`src/rtl/snn_pkg.sv`:
```
// Shared constants, types and LFSR helpers for the spiking-network front end.
// Latency: n/a (package). Backpressure: n/a.
// Optional feature macro used by clients: SPIKE_ENC_STOCHASTIC_EN.
package snn_pkg;

    localparam int NUM_CH_DEF = 8;
    localparam int INT_W_DEF  = 4;

    localparam int                LFSR_W    = 16;
    localparam logic [LFSR_W-1:0] LFSR_MASK = 16'hB400;

    typedef logic [INT_W_DEF-1:0] intensity_t;
    typedef logic [LFSR_W-1:0]    lfsr_t;

    // Galois form of x^16+x^14+x^13+x^11+1, shifting toward the LSB.
    function automatic lfsr_t lfsr_next(input lfsr_t s);
        return (s >> 1) ^ (s[0] ? LFSR_MASK : lfsr_t'(0));
    endfunction

    function automatic lfsr_t lfsr_rotl(input lfsr_t s, input int sh);
        return (s << sh) | (s >> (LFSR_W - sh));
    endfunction

endpackage

```
`src/rtl/spike_enc_channel.sv`:
```
// One rate-coded channel: intensity register, phase accumulator and spike decision.
// Latency: spike registered 1 cycle after the tick event. Backpressure: none (free-running).
// With SPIKE_ENC_STOCHASTIC_EN the decision is an LFSR compare instead of the accumulator carry.
module spike_enc_channel
    import snn_pkg::*;
#(
    parameter int INT_W = INT_W_DEF
) (
    input  logic             clk,
    input  logic             rst_n,
    input  logic             tick_evt,
    input  logic             clr_evt,
    input  logic             wr,
    input  logic [INT_W-1:0] wr_val,
`ifdef SPIKE_ENC_STOCHASTIC_EN
    input  logic [INT_W-1:0] rnd,
`endif
    output logic             spike
);

    logic [INT_W-1:0] intensity;
    logic             fire;

    // Loads are independent of enable and clear; a load coinciding with a
    // tick lands after the accumulation, so that tick still uses the old value.
    always_ff @(posedge clk or negedge rst_n) begin
        if (!rst_n) begin
            intensity <= '0;
        end else if (wr) begin
            intensity <= wr_val;
        end
    end

`ifdef SPIKE_ENC_STOCHASTIC_EN
    assign fire = (rnd < intensity);
`else
    logic [INT_W-1:0] acc;
    logic [INT_W:0]   sum;

    assign sum  = {1'b0, acc} + {1'b0, intensity};
    assign fire = sum[INT_W];

    always_ff @(posedge clk or negedge rst_n) begin
        if (!rst_n) begin
            acc <= '0;
        end else if (clr_evt) begin
            acc <= '0;
        end else if (tick_evt) begin
            acc <= sum[INT_W-1:0];
        end
    end
`endif

    always_ff @(posedge clk or negedge rst_n) begin
        if (!rst_n) begin
            spike <= 1'b0;
        end else begin
            spike <= tick_evt & ~clr_evt & fire;
        end
    end

endmodule

```
`src/rtl/spike_rate_encoder.sv`:
```
// Rate encoder: prescaled timestep grid driving NUM_CH one-bit spike trains from loaded intensities.
// Latency: tick and spikes_out registered 1 cycle after the tick event. Backpressure: none; ena=0 freezes timing.
// Optional SPIKE_ENC_STOCHASTIC_EN replaces accumulator coding with a shared 16-bit Galois LFSR.
module spike_rate_encoder
    import snn_pkg::*;
#(
    parameter int          NUM_CH    = NUM_CH_DEF,
    parameter int          INT_W     = INT_W_DEF,
    parameter int          TICK_DIV  = 4,
    parameter logic [15:0] LFSR_SEED = 16'hACE1
) (
    input  logic              clk,
    input  logic              rst_n,
    input  logic              ena,
    input  logic              clr,
    input  logic              load,
    input  logic [2:0]        load_ch,
    input  logic [INT_W-1:0]  load_val,
    output logic [NUM_CH-1:0] spikes_out,
    output logic              tick
);

    if (NUM_CH < 1 || NUM_CH > 8) begin : g_bad_num_ch
        $error("spike_rate_encoder: NUM_CH must be 1..8");
    end
    if (TICK_DIV < 2) begin : g_bad_tick_div
        $error("spike_rate_encoder: TICK_DIV must be >= 2");
    end
    if (LFSR_SEED == 16'h0000) begin : g_bad_seed
        $error("spike_rate_encoder: LFSR_SEED must be nonzero");
    end

    localparam int               DIV_W    = (TICK_DIV > 2) ? $clog2(TICK_DIV) : 1;
    localparam logic [DIV_W-1:0] DIV_LAST = DIV_W'(TICK_DIV - 1);

    logic [DIV_W-1:0]  div_cnt;
    logic              tick_evt;
    logic              clr_evt;
    logic [NUM_CH-1:0] spike_bits;

    // clr only acts while enabled, and it suppresses a coinciding tick.
    assign clr_evt  = ena & clr;
    assign tick_evt = ena & ~clr & (div_cnt == DIV_LAST);

    always_ff @(posedge clk or negedge rst_n) begin
        if (!rst_n) begin
            div_cnt <= '0;
            tick    <= 1'b0;
        end else begin
            tick <= tick_evt;
            if (clr_evt) begin
                div_cnt <= '0;
            end else if (ena) begin
                div_cnt <= tick_evt ? '0 : div_cnt + 1'b1;
            end
        end
    end

`ifdef SPIKE_ENC_STOCHASTIC_EN
    lfsr_t lfsr;

    // Not cleared by clr: the random stream keeps running across clears.
    always_ff @(posedge clk or negedge rst_n) begin
        if (!rst_n) begin
            lfsr <= LFSR_SEED;
        end else if (tick_evt) begin
            lfsr <= lfsr_next(lfsr);
        end
    end

    function automatic logic [INT_W-1:0] chan_rnd(input lfsr_t s, input int sh);
        lfsr_t r;
        r = lfsr_rotl(s, sh);
        return r[INT_W-1:0];
    endfunction
`endif

    for (genvar i = 0; i < NUM_CH; i++) begin : g_ch
        logic wr;
        assign wr = load & (load_ch == 3'(i));

        spike_enc_channel #(
            .INT_W (INT_W)
        ) u_ch (
            .clk      (clk),
            .rst_n    (rst_n),
            .tick_evt (tick_evt),
            .clr_evt  (clr_evt),
            .wr       (wr),
            .wr_val   (load_val),
`ifdef SPIKE_ENC_STOCHASTIC_EN
            .rnd      (chan_rnd(lfsr, i)),
`endif
            .spike    (spike_bits[i])
        );
    end

    assign spikes_out = spike_bits;

endmodule

```
`config.mk`:
```
export PLATFORM = sky130hd
export DESIGN_NAME = spike_rate_encoder
export DESIGN_NICKNAME = d
export VERILOG_FILES = /design/src/rtl/snn_pkg.sv /design/src/rtl/spike_enc_channel.sv /design/src/rtl/spike_rate_encoder.sv
export SDC_FILE = /design/constraint.sdc
export NUM_CORES = 1
export LEC_CHECK = 0
export BUFFER_PORTS_ARGS = -buffer_cell sky130_fd_sc_hd__buf_2
export CAP_MARGIN = 10
export CORE_UTILIZATION = 40
export CTS_BUF_LIST = sky130_fd_sc_hd__clkbuf_16
export DETAILED_ROUTE_END_ITERATION = 8
export HOLD_SLACK_MARGIN = 0.03
export PLACE_DENSITY = 0.59
export SKIP_LAST_GASP = 1
export SYNTH_ARGS = -nofsm -noshare
export SYNTH_HDL_FRONTEND = slang
export SYNTH_HIERARCHICAL = 1
export SYNTH_SLANG_ARGS = --single-unit
```
`constraint.sdc`:
```
create_clock -name clk -period 1.5 [get_ports clk]
set_input_delay 0.3 -clock clk [delete_from_list [all_inputs] [get_ports clk]]
set_output_delay 0.3 -clock clk [all_outputs]
set_load 0.01 [all_outputs]
```
# Word level (Yosys, flattened, before mapping)
# Cells that the tools add are included.
totals:
  elab_cells: 87
  output_inout_bits: 9
  ff_bits: 75
  in_bits: 12
op_classes:
  n_reduce_logical: 3
  n_bitwise: 22
  eq_ne: 8
  add_sub_neg: 9
  muxes: 19
ops:
  columns: ["operator", "n"]
  rows:
  - ["$mux W4", 16]
  - ["$add A4 B4 Y5", 8]
  - ["$and A1 B1 Y1", 20]
  - ["$eq A3 B3 Y1 const B", 4]
  - ["$eq A3 B2 Y1 const B", 2]
  - ["$mux W2", 3]
  - ["$reduce_bool A2 Y1", 2]
  - ["$eq A3 B1 Y1 const B", 1]
  - ["$logic_not A3 Y1", 1]
  - ["$add A2 B1 Y2 const B", 1]
  - ["$eq A2 B2 Y1 const B", 1]
  - ["$not A1 Y1", 2]

# Longest topological paths before layout
# Gate-level depths: netlist of run 1.
logic_depth:
  ltp_word: 6
  ltp_mapped: 6
  mapped_depth_nobuf: 6

# Cells and area by module
# The synthesis of run 1 kept the hierarchy.
modules_own_cells:
  columns: ["mod", "instances", "cells_each", "area_per_inst_um2", "seq_area_each_um2"]
  rows:
  - ["spike_enc_channel", 8, 43, 481.7, 225.2]
  - ["spike_rate_encoder", 1, 24, 212.7, 75.1]

# Worst setup path before layout of run 1
# No wires, ideal clock.
synth_path:
  kind: "register to register"
  startpoint: "register div_cnt[0]"
  endpoint: "register g_ch[0].u_ch.acc[3]"
  path_buffers: 1
  period_less_slack_ns: 1.394
  setup_ns: 0.125
  stages_incl_launch_ff: 7
  t_required_ns: 1.375
  setup_slack_ns: 0.106
  arrival_ns: 1.269
  cell_sequence: "dfrtp_1 > ha_1 > and3b_2 > buf_4 > nor2b_1 > nand4_1 > nand3_1"
synth_between:
  elab_chain_cells: 3
synth_rtl:
  columns: ["element", "line", "rtl"]
  rows:
  - ["start, declared", "spike_rate_encoder.sv:36", "logic [DIV_W-1:0] div_cnt;"]
  - ["start signal, assigned", "spike_rate_encoder.sv:54", "div_cnt <= tick_evt ? '0 : div_cnt + 1'b1;"]
  - ["$eq A2 B2 Y1", "spike_rate_encoder.sv:43", "assign tick_evt = ena & ~clr & (div_cnt == DIV_LAST);"]
  - ["$and A1 B1 Y1", "spike_rate_encoder.sv:43", null]
  - ["net tick_evt", "spike_rate_encoder.sv:37", "logic tick_evt;"]
  - ["$reduce_bool A2 Y1 (no source line)", null, null]
  - ["end signal, assigned", "spike_enc_channel.sv:49", "acc <= sum[INT_W-1:0];"]
  - ["end, declared", "spike_enc_channel.sv:37", "logic [INT_W-1:0] acc;"]
# The timed path passes the listed nets, and every way through them passes these cells.
# A chain may end at the register's enable or synchronous reset.

# Final worst setup path of run 1
layout_path:
  startpoint: "register div_cnt[0]"
  endpoint: "register g_ch[7].u_ch.acc[3]"
layout_between:
  elab_chain_cells: 3
layout_rtl:
  columns: ["element", "line"]
  rows:
  - ["$eq A2 B2 Y1", "spike_rate_encoder.sv:43"]
  - ["$and A1 B1 Y1", "spike_rate_encoder.sv:43"]
  - ["net tick_evt", "spike_rate_encoder.sv:37"]
  - ["$reduce_bool A2 Y1 (no source line)", null]
  - ["end signal, assigned", "spike_enc_channel.sv:49"]
  - ["end, declared", "spike_enc_channel.sv:37"]
# The timed path passes the listed nets, and every way through them passes these cells.

==> impl_metrics.ini, run 1 <==
[timing]
worst_slack_ns = 0.0304
setup_violations = 0
period_share = 0.980
timing.hold.ws_ns = 0.245
relSlewSlack = 0.727
period_needed_ns = 1.47
tightest_slew_ns = 0.410
finalHoldViolCount = 0
setup_tns_ns = 0
rsz0062_at_grt = yes
finalMaxSlewViolations = 0
max_freq_mhz = 680
fin_skew_ns = 0.00610

[placement]
hpwl_mm = 5.06
dp_slack_ns = 0.0277
post_dp_cell_area_mm2 = 0.00445
portBuffers = 20
place_congestion = 0.752
dp.cells = 529

[cts]
numClockSinks = 75
cts_buffer_depth = 2
cts_tree = yes
insertion_delay_ns = 0.33
clkSlewWorstSetupHoldPaths_ns = 0.06
htree_levels = 3
root_buffer = clkbuf_16
cts_buffers = 9

[logic_synthesis]
netlist_area_mm2 = 0.00407
synth_cell_types = 27
async_flop_share = 1.00
syn_avg_cell_area_um2 = 11.1
synth_nets = 421
yosysSeqAreaShare = 0.462
ys_ff_latch = 75
ys_warn_count = 6
synth_edf_count = 0
synth_area_leaders = dfrtp_1 46%, ha_1 10%, mux2_1 4.4%
yosys.area.top_type_share = 0.462
synth_area_leader_cell = dfrtp_1
synth_ff_type = dfrtp_1
synthCells = 368

[floorplan]
die_w_um = 103
rows = 36
die_area_mm2 = 0.0106
coreArea_mm2 = 0.00982
ios = 21
chipHeight_um = 103
start_util = 0.414

[worst_setup_path]
cp.required_ns = 1.76
critPathMaxFanout = 22
r2r_end = g_ch[7].u_ch/acc[3]$_DFFE_PN0P_
crit_path_end_kind = flop
r2r_slack_ns = 0.03
rr_startpoint = div_cnt[0]$_DFFE_PN0P_
arrival_ns = 1.73
reg2reg_depth = 6
criticalPathCategory = flop to flop
start_kind = flop

[routing]
ant_nets = 0
via_per_inst = 5.00
wl_per_cell_um = 14.1
drtPass1Iterations = 4
remaining_drc_errors = 0
vias = 2749
drt_wl_total_mm = 7.78
drt_first_iter_violations = 44

[hold_path]
whs_path_depth = 2
min_to = div_cnt[1]$_DFFE_PN0P_
worstHoldStart = ena
min_path_type = input pin to flop

[cells_and_area]
final_cell_area_mm2 = 0.00488
final_cell_mix = 75 x dfrtp_1, 38 x nor2_1, 35 x inv_1
final_common_cell = dfrtp_1
drive_gt1_frac = 0.218
num_antenna_cells = 0
area_growth_pct = 20.1
finish.utilization = 0.497
fin_cells = 550
finalNetCount = 465

[global_routing]
antenna_found_initial = 0
track_usage = 0.163
grt.overflow.total = 0
grt_max_degree = 76
first_global_vias = 2735
grt_pass1_wl_mm = 12.9

[power]
power_leakage_nw = 2.17
finalPower_mw = 5.65
power_density_mw_per_mm2 = 1160
ir_drop_mv = 0.700

[flow_run]
drv_cap = 0

[status]
status = finished clean
==> state kept, by name, summed over array words and instances, names as in the netlist <==
| signal | flops |
|---|---|
| tick | 1 |
| g_ch.u_ch/acc | 32 |
| g_ch.u_ch/spike | 8 |
| g_ch.u_ch/intensity | 32 |
| div_cnt | 2 |
==> power breakdown <==
group	internal, mW	switching [mW]	leakage, nW
logic	0.479	0.502	1.03
clock network	1.44	0.802	0.158
registers	2.28	0.151	0.981
==> kinds of logic after synthesis <==
kind of cell	after synthesis	synth area share
AND/OR/NAND/NOR	113	0.153
buffers and inverters	41	0.0452
AO/OA/AOI/OAI	49	0.0726
flip-flops	75	0.462
multiplexers	41	0.110
adder cells (fa/ha/maj)	41	0.141
XOR/XNOR	8	0.0172
==> critical path, stage by stage, from the launching register on <==
cell and delay, ns:
dfrtp_1 0.36, ha_2 0.18, and3b_2 0.29, buf_12 0.21, nand2b_4 0.06, a211o_1 0.23
nand3_1 0.06
==> metal layers <==
layer | routed length [µm] | vias to the layer above | global-route usage
li1 | - | 1354 | -
met1 | 3810 | 1360 | 0.213
met2 | 3630 | 31 | 0.259
met3 | 263 | 4 | 0.0502
met4 | 74 | 0 | 0.0542
met5 | 0 | - | 0
==> how the worst max path moves through the flow <==
| stage | from | endpoint | cells past startpoint |
|---|---|---|---|
| after floorplan | div_cnt[0]$_DFFE_PN0P_ | g_ch[0].u_ch/acc[3]$_DFFE_PN0P_ | 6 |
| after global placement | div_cnt[0]$_DFFE_PN0P_ | g_ch[3].u_ch/acc[3]$_DFFE_PN0P_ | 6 |
| after detailed placement | div_cnt[0]$_DFFE_PN0P_ | g_ch[3].u_ch/acc[3]$_DFFE_PN0P_ | 6 |
| after CTS | div_cnt[0]$_DFFE_PN0P_ | g_ch[3].u_ch/acc[3]$_DFFE_PN0P_ | 6 |
| after global routing | div_cnt[0]$_DFFE_PN0P_ | g_ch[3].u_ch/acc[3]$_DFFE_PN0P_ | 6 |
| final | div_cnt[0]$_DFFE_PN0P_ | g_ch[7].u_ch/acc[3]$_DFFE_PN0P_ | 6 |
==> cells in the mapped netlist (all sizes together), types with 3 or more instances <==
master / instances
dfrtp: 75
nor2: 38
ha: 33
inv: 33
mux2: 25
nand2: 18
o21ai: 17
a21oi: 16
mux2i: 16
nand3: 16
nor2b: 16
nand2b: 11
a211o: 8
a211oi: 8
buf: 8
fa: 8
nand4: 8
xnor2: 8
nor3: 3
==> repair_timing <==
action / CTS / global route
hold buffers: 1 / 0
buffers inserted: 0 / 2
endpoints found under the setup margin: 0 / 23
gates resized for setup: 0 / 16
hold endpoints to repair: 75 / 0
==> area by class of cell <==
cell class	instances	area [µm²]
clock buffer	9	225
clock inverter	7	85.1
fill	942	4940
inverter	33	124
multi-input combinational	252	2060
sequential	75	1880
tap	133	166
timing repair buffer	41	347
(Power assumes the default switching activity.)
==> run 2, diff against run 1 <==
--- a/config.mk
+++ b/config.mk
@@ -12,6 +12,7 @@
 export DETAILED_ROUTE_END_ITERATION = 8
 export HOLD_SLACK_MARGIN = 0.03
 export PLACE_DENSITY = 0.59
+export REMOVE_ABC_BUFFERS = 1
 export SKIP_LAST_GASP = 1
 export SYNTH_ARGS = -nofsm -noshare
 export SYNTH_HDL_FRONTEND = slang
==> run 2 against run 1 <==
  * The run now ends with setup timing left
  * Clock skew is essentially flat
  * Total power down 2.3%
  * Critical path depth unchanged
  * First-iteration DRC count is 91% higher
  * Register-to-register slack got worse by 0.06 ns
  * Hold slack worse by 0.0073 ns
  * Routed wire length increased by 4.6%
  * Combinational power about the same
  * Final cell count grew 0.91%
  * Sequential share of layout area fell by 0.74 points
==> impl_metrics.ini, run 2 (synthesized netlist as in run 1, its figures left out) <==
[timing]
fin_skew_ns = 0.00568
finalMaxSlewViolations = 0
relSlewSlack = 0.723
setup_violations = 7
rsz0062_at_grt = yes
setup_tns_ns = -0.137
timing.hold.ws_ns = 0.238
tightest_slew_ns = 0.416
period_share = 1.02
max_freq_mhz = 654
finalHoldViolCount = 0
period_needed_ns = 1.53
worst_slack_ns = -0.0294

[hold_path]
min_path_type = input pin to flop

[cells_and_area]
largestRegisters = g_ch.u_ch/acc: 32 flops, g_ch.u_ch/intensity: 32 flops, g_ch.u_ch/spike: 8 flops
area_growth_pct = 22.4
finish.utilization = 0.507
finalNetCount = 470
final_common_cell = dfrtp_1
final_cell_mix = 75 x dfrtp_1, 35 x nor2_1, 34 x inv_1
drive_gt1_frac = 0.237
final_cell_area_mm2 = 0.00498
num_antenna_cells = 0

[floorplan]
die_area_mm2 = 0.0106
chipHeight_um = 103
coreArea_mm2 = 0.00982
die_w_um = 103
rows = 36
start_util = 0.414
ios = 21

[worst_setup_path]
cpMaxStageDelayCell = dfrtp_1
cpPeakStageDelay_ns = 0.37
crit_path_end_kind = flop
critPathMaxFanout = 6
criticalPathCategory = flop to flop
cp_num_buf_inv = 2
crit_chain = ha_2 > and3b_4 > buf_6 > clkbuf_16 > mux2i_1 > nor2_1
arrival_ns = 1.74
cp_top_family = flip-flops
start_kind = flop
cp.required_ns = 1.71

[cts]
htree_levels = 3
cts_buffers = 9
cts_buffer_depth = 2
root_buffer = clkbuf_16
insertion_delay_ns = 0.33
clkSlewWorstSetupHoldPaths_ns = 0.06
numClockSinks = 75
cts_tree = yes

[global_routing]
grt_max_degree = 76
first_global_vias = 2838
track_usage = 0.169
antenna_found_initial = 1
grt.overflow.total = 0
grt_pass1_wl_mm = 13.4

[placement]
place_congestion = 0.755
hpwl_mm = 5.15
dp_slack_ns = 0.00342
portBuffers = 20
post_dp_cell_area_mm2 = 0.00445

[routing]
remaining_drc_errors = 0
drt_wl_total_mm = 8.14
vias = 2765
drtPass1Iterations = 4
drt_first_iter_violations = 84
wl_per_cell_um = 14.7
via_per_inst = 4.98
ant_nets = 0

[flow_run]
drv_cap = 0

[status]
violations = setup timing
status = complete, but fails checks

[power]
power_density_mw_per_mm2 = 1110
ir_drop_mv = 0.573
power_leakage_nw = 2.20
-- run 2: changes by cell type in the layout (fill, tap and decap cells not counted), sizes merged --
cell | previous run | this run
bufinv | 2 | 1
clkbuf | 10 | 12
clkinv | 2 | 4
buf | 39 | 42
inv | 35 | 34
-- run 2: through the flow --
| stage | total power, mW | instances |
|---|---|---|
| 6_report | 5.52 | 555 |
| 5_1_grt | 5.85 | 555 |
| 4_1_cts | 5.50 | 545 |
| 3_5_place_dp | 3.40 | 528 |
| 3_3_place_gp | 3.36 | 528 |
| 2_1_floorplan | 3.10 | 360 |
-- run 2: area by class of cell --
class                   count  area (µm²)
multi-input cells         252        2080
clock buffers               9         225
fillers                   914        4840
inverters                  33         124
well taps                 133         166
clock inverters             7        60.1
flip-flops and latches     75        1880
repair buffers             46         443
-- run 2: routing by layer --
layer | part of all wire | wire length (µm) | vias to the layer above | GRT usage
li1 | - | - | 1361 | -
met1 | 0.47 | 3830 | 1356 | 0.204
met2 | 0.48 | 3940 | 35 | 0.291
met3 | 0.028 | 228 | 13 | 0.0407
met4 | 0.018 | 145 | 0 | 0.0672
met5 | 0 | 0 | - | 0
-- run 2: timing repair --
| action | CTS | global route |
|---|---|---|
| hold buffers | 1 | 0 |
| gates resized for setup | 0 | 25 |
| endpoints found under the hold margin | 75 | 0 |
| setup endpoints to repair | 2 | 30 |
| gates cloned | 0 | 5 |
| pin swaps | 0 | 4 |
| buffers inserted | 0 | 6 |
-- run 2: path summary, 6_finish.rpt --
kind,endpoint,cells after the start,slack (ns),from
worst min-delay path,div_cnt[1]$_DFFE_PN0P_,2,0.24,ena
worst max register to register,g_ch[2].u_ch/acc[0]$_DFFE_PN0P_,6,-0.03,div_cnt[0]$_DFFE_PN0P_
min in group asynchronous,g_ch[5].u_ch/intensity[3]$_DFFE_PN0P_,3,0.52,rst_n
max in group asynchronous,g_ch[3].u_ch/intensity[1]$_DFFE_PN0P_,3,0.64,rst_n
worst min register to register,g_ch[1].u_ch/intensity[2]$_DFFE_PN0P_,1,0.49,g_ch[1].u_ch/intensity[2]$_DFFE_PN0P_
worst max-delay path,g_ch[2].u_ch/acc[0]$_DFFE_PN0P_,6,-0.03,div_cnt[0]$_DFFE_PN0P_
-- run 2: worst reg2reg max path, delay by kind of cell (launching register included) --
family | cells | cell delay, ns
flip-flops | 1 | 0.37
AND/OR/NAND/NOR | 2 | 0.36
buffers and inverters | 2 | 0.29
multiplexers | 1 | 0.19
adder cells (fa/ha/maj) | 1 | 0.20
-- run 2: power by group --
group	switching [mW]	leakage (nW)	total, mW	internal, mW
Sequential	0.157	0.981	2.44	2.28
Clock	0.816	0.144	2.08	1.27
Combinational	0.507	1.08	1.00	0.495
Total	1.48	2.20	5.52	4.04
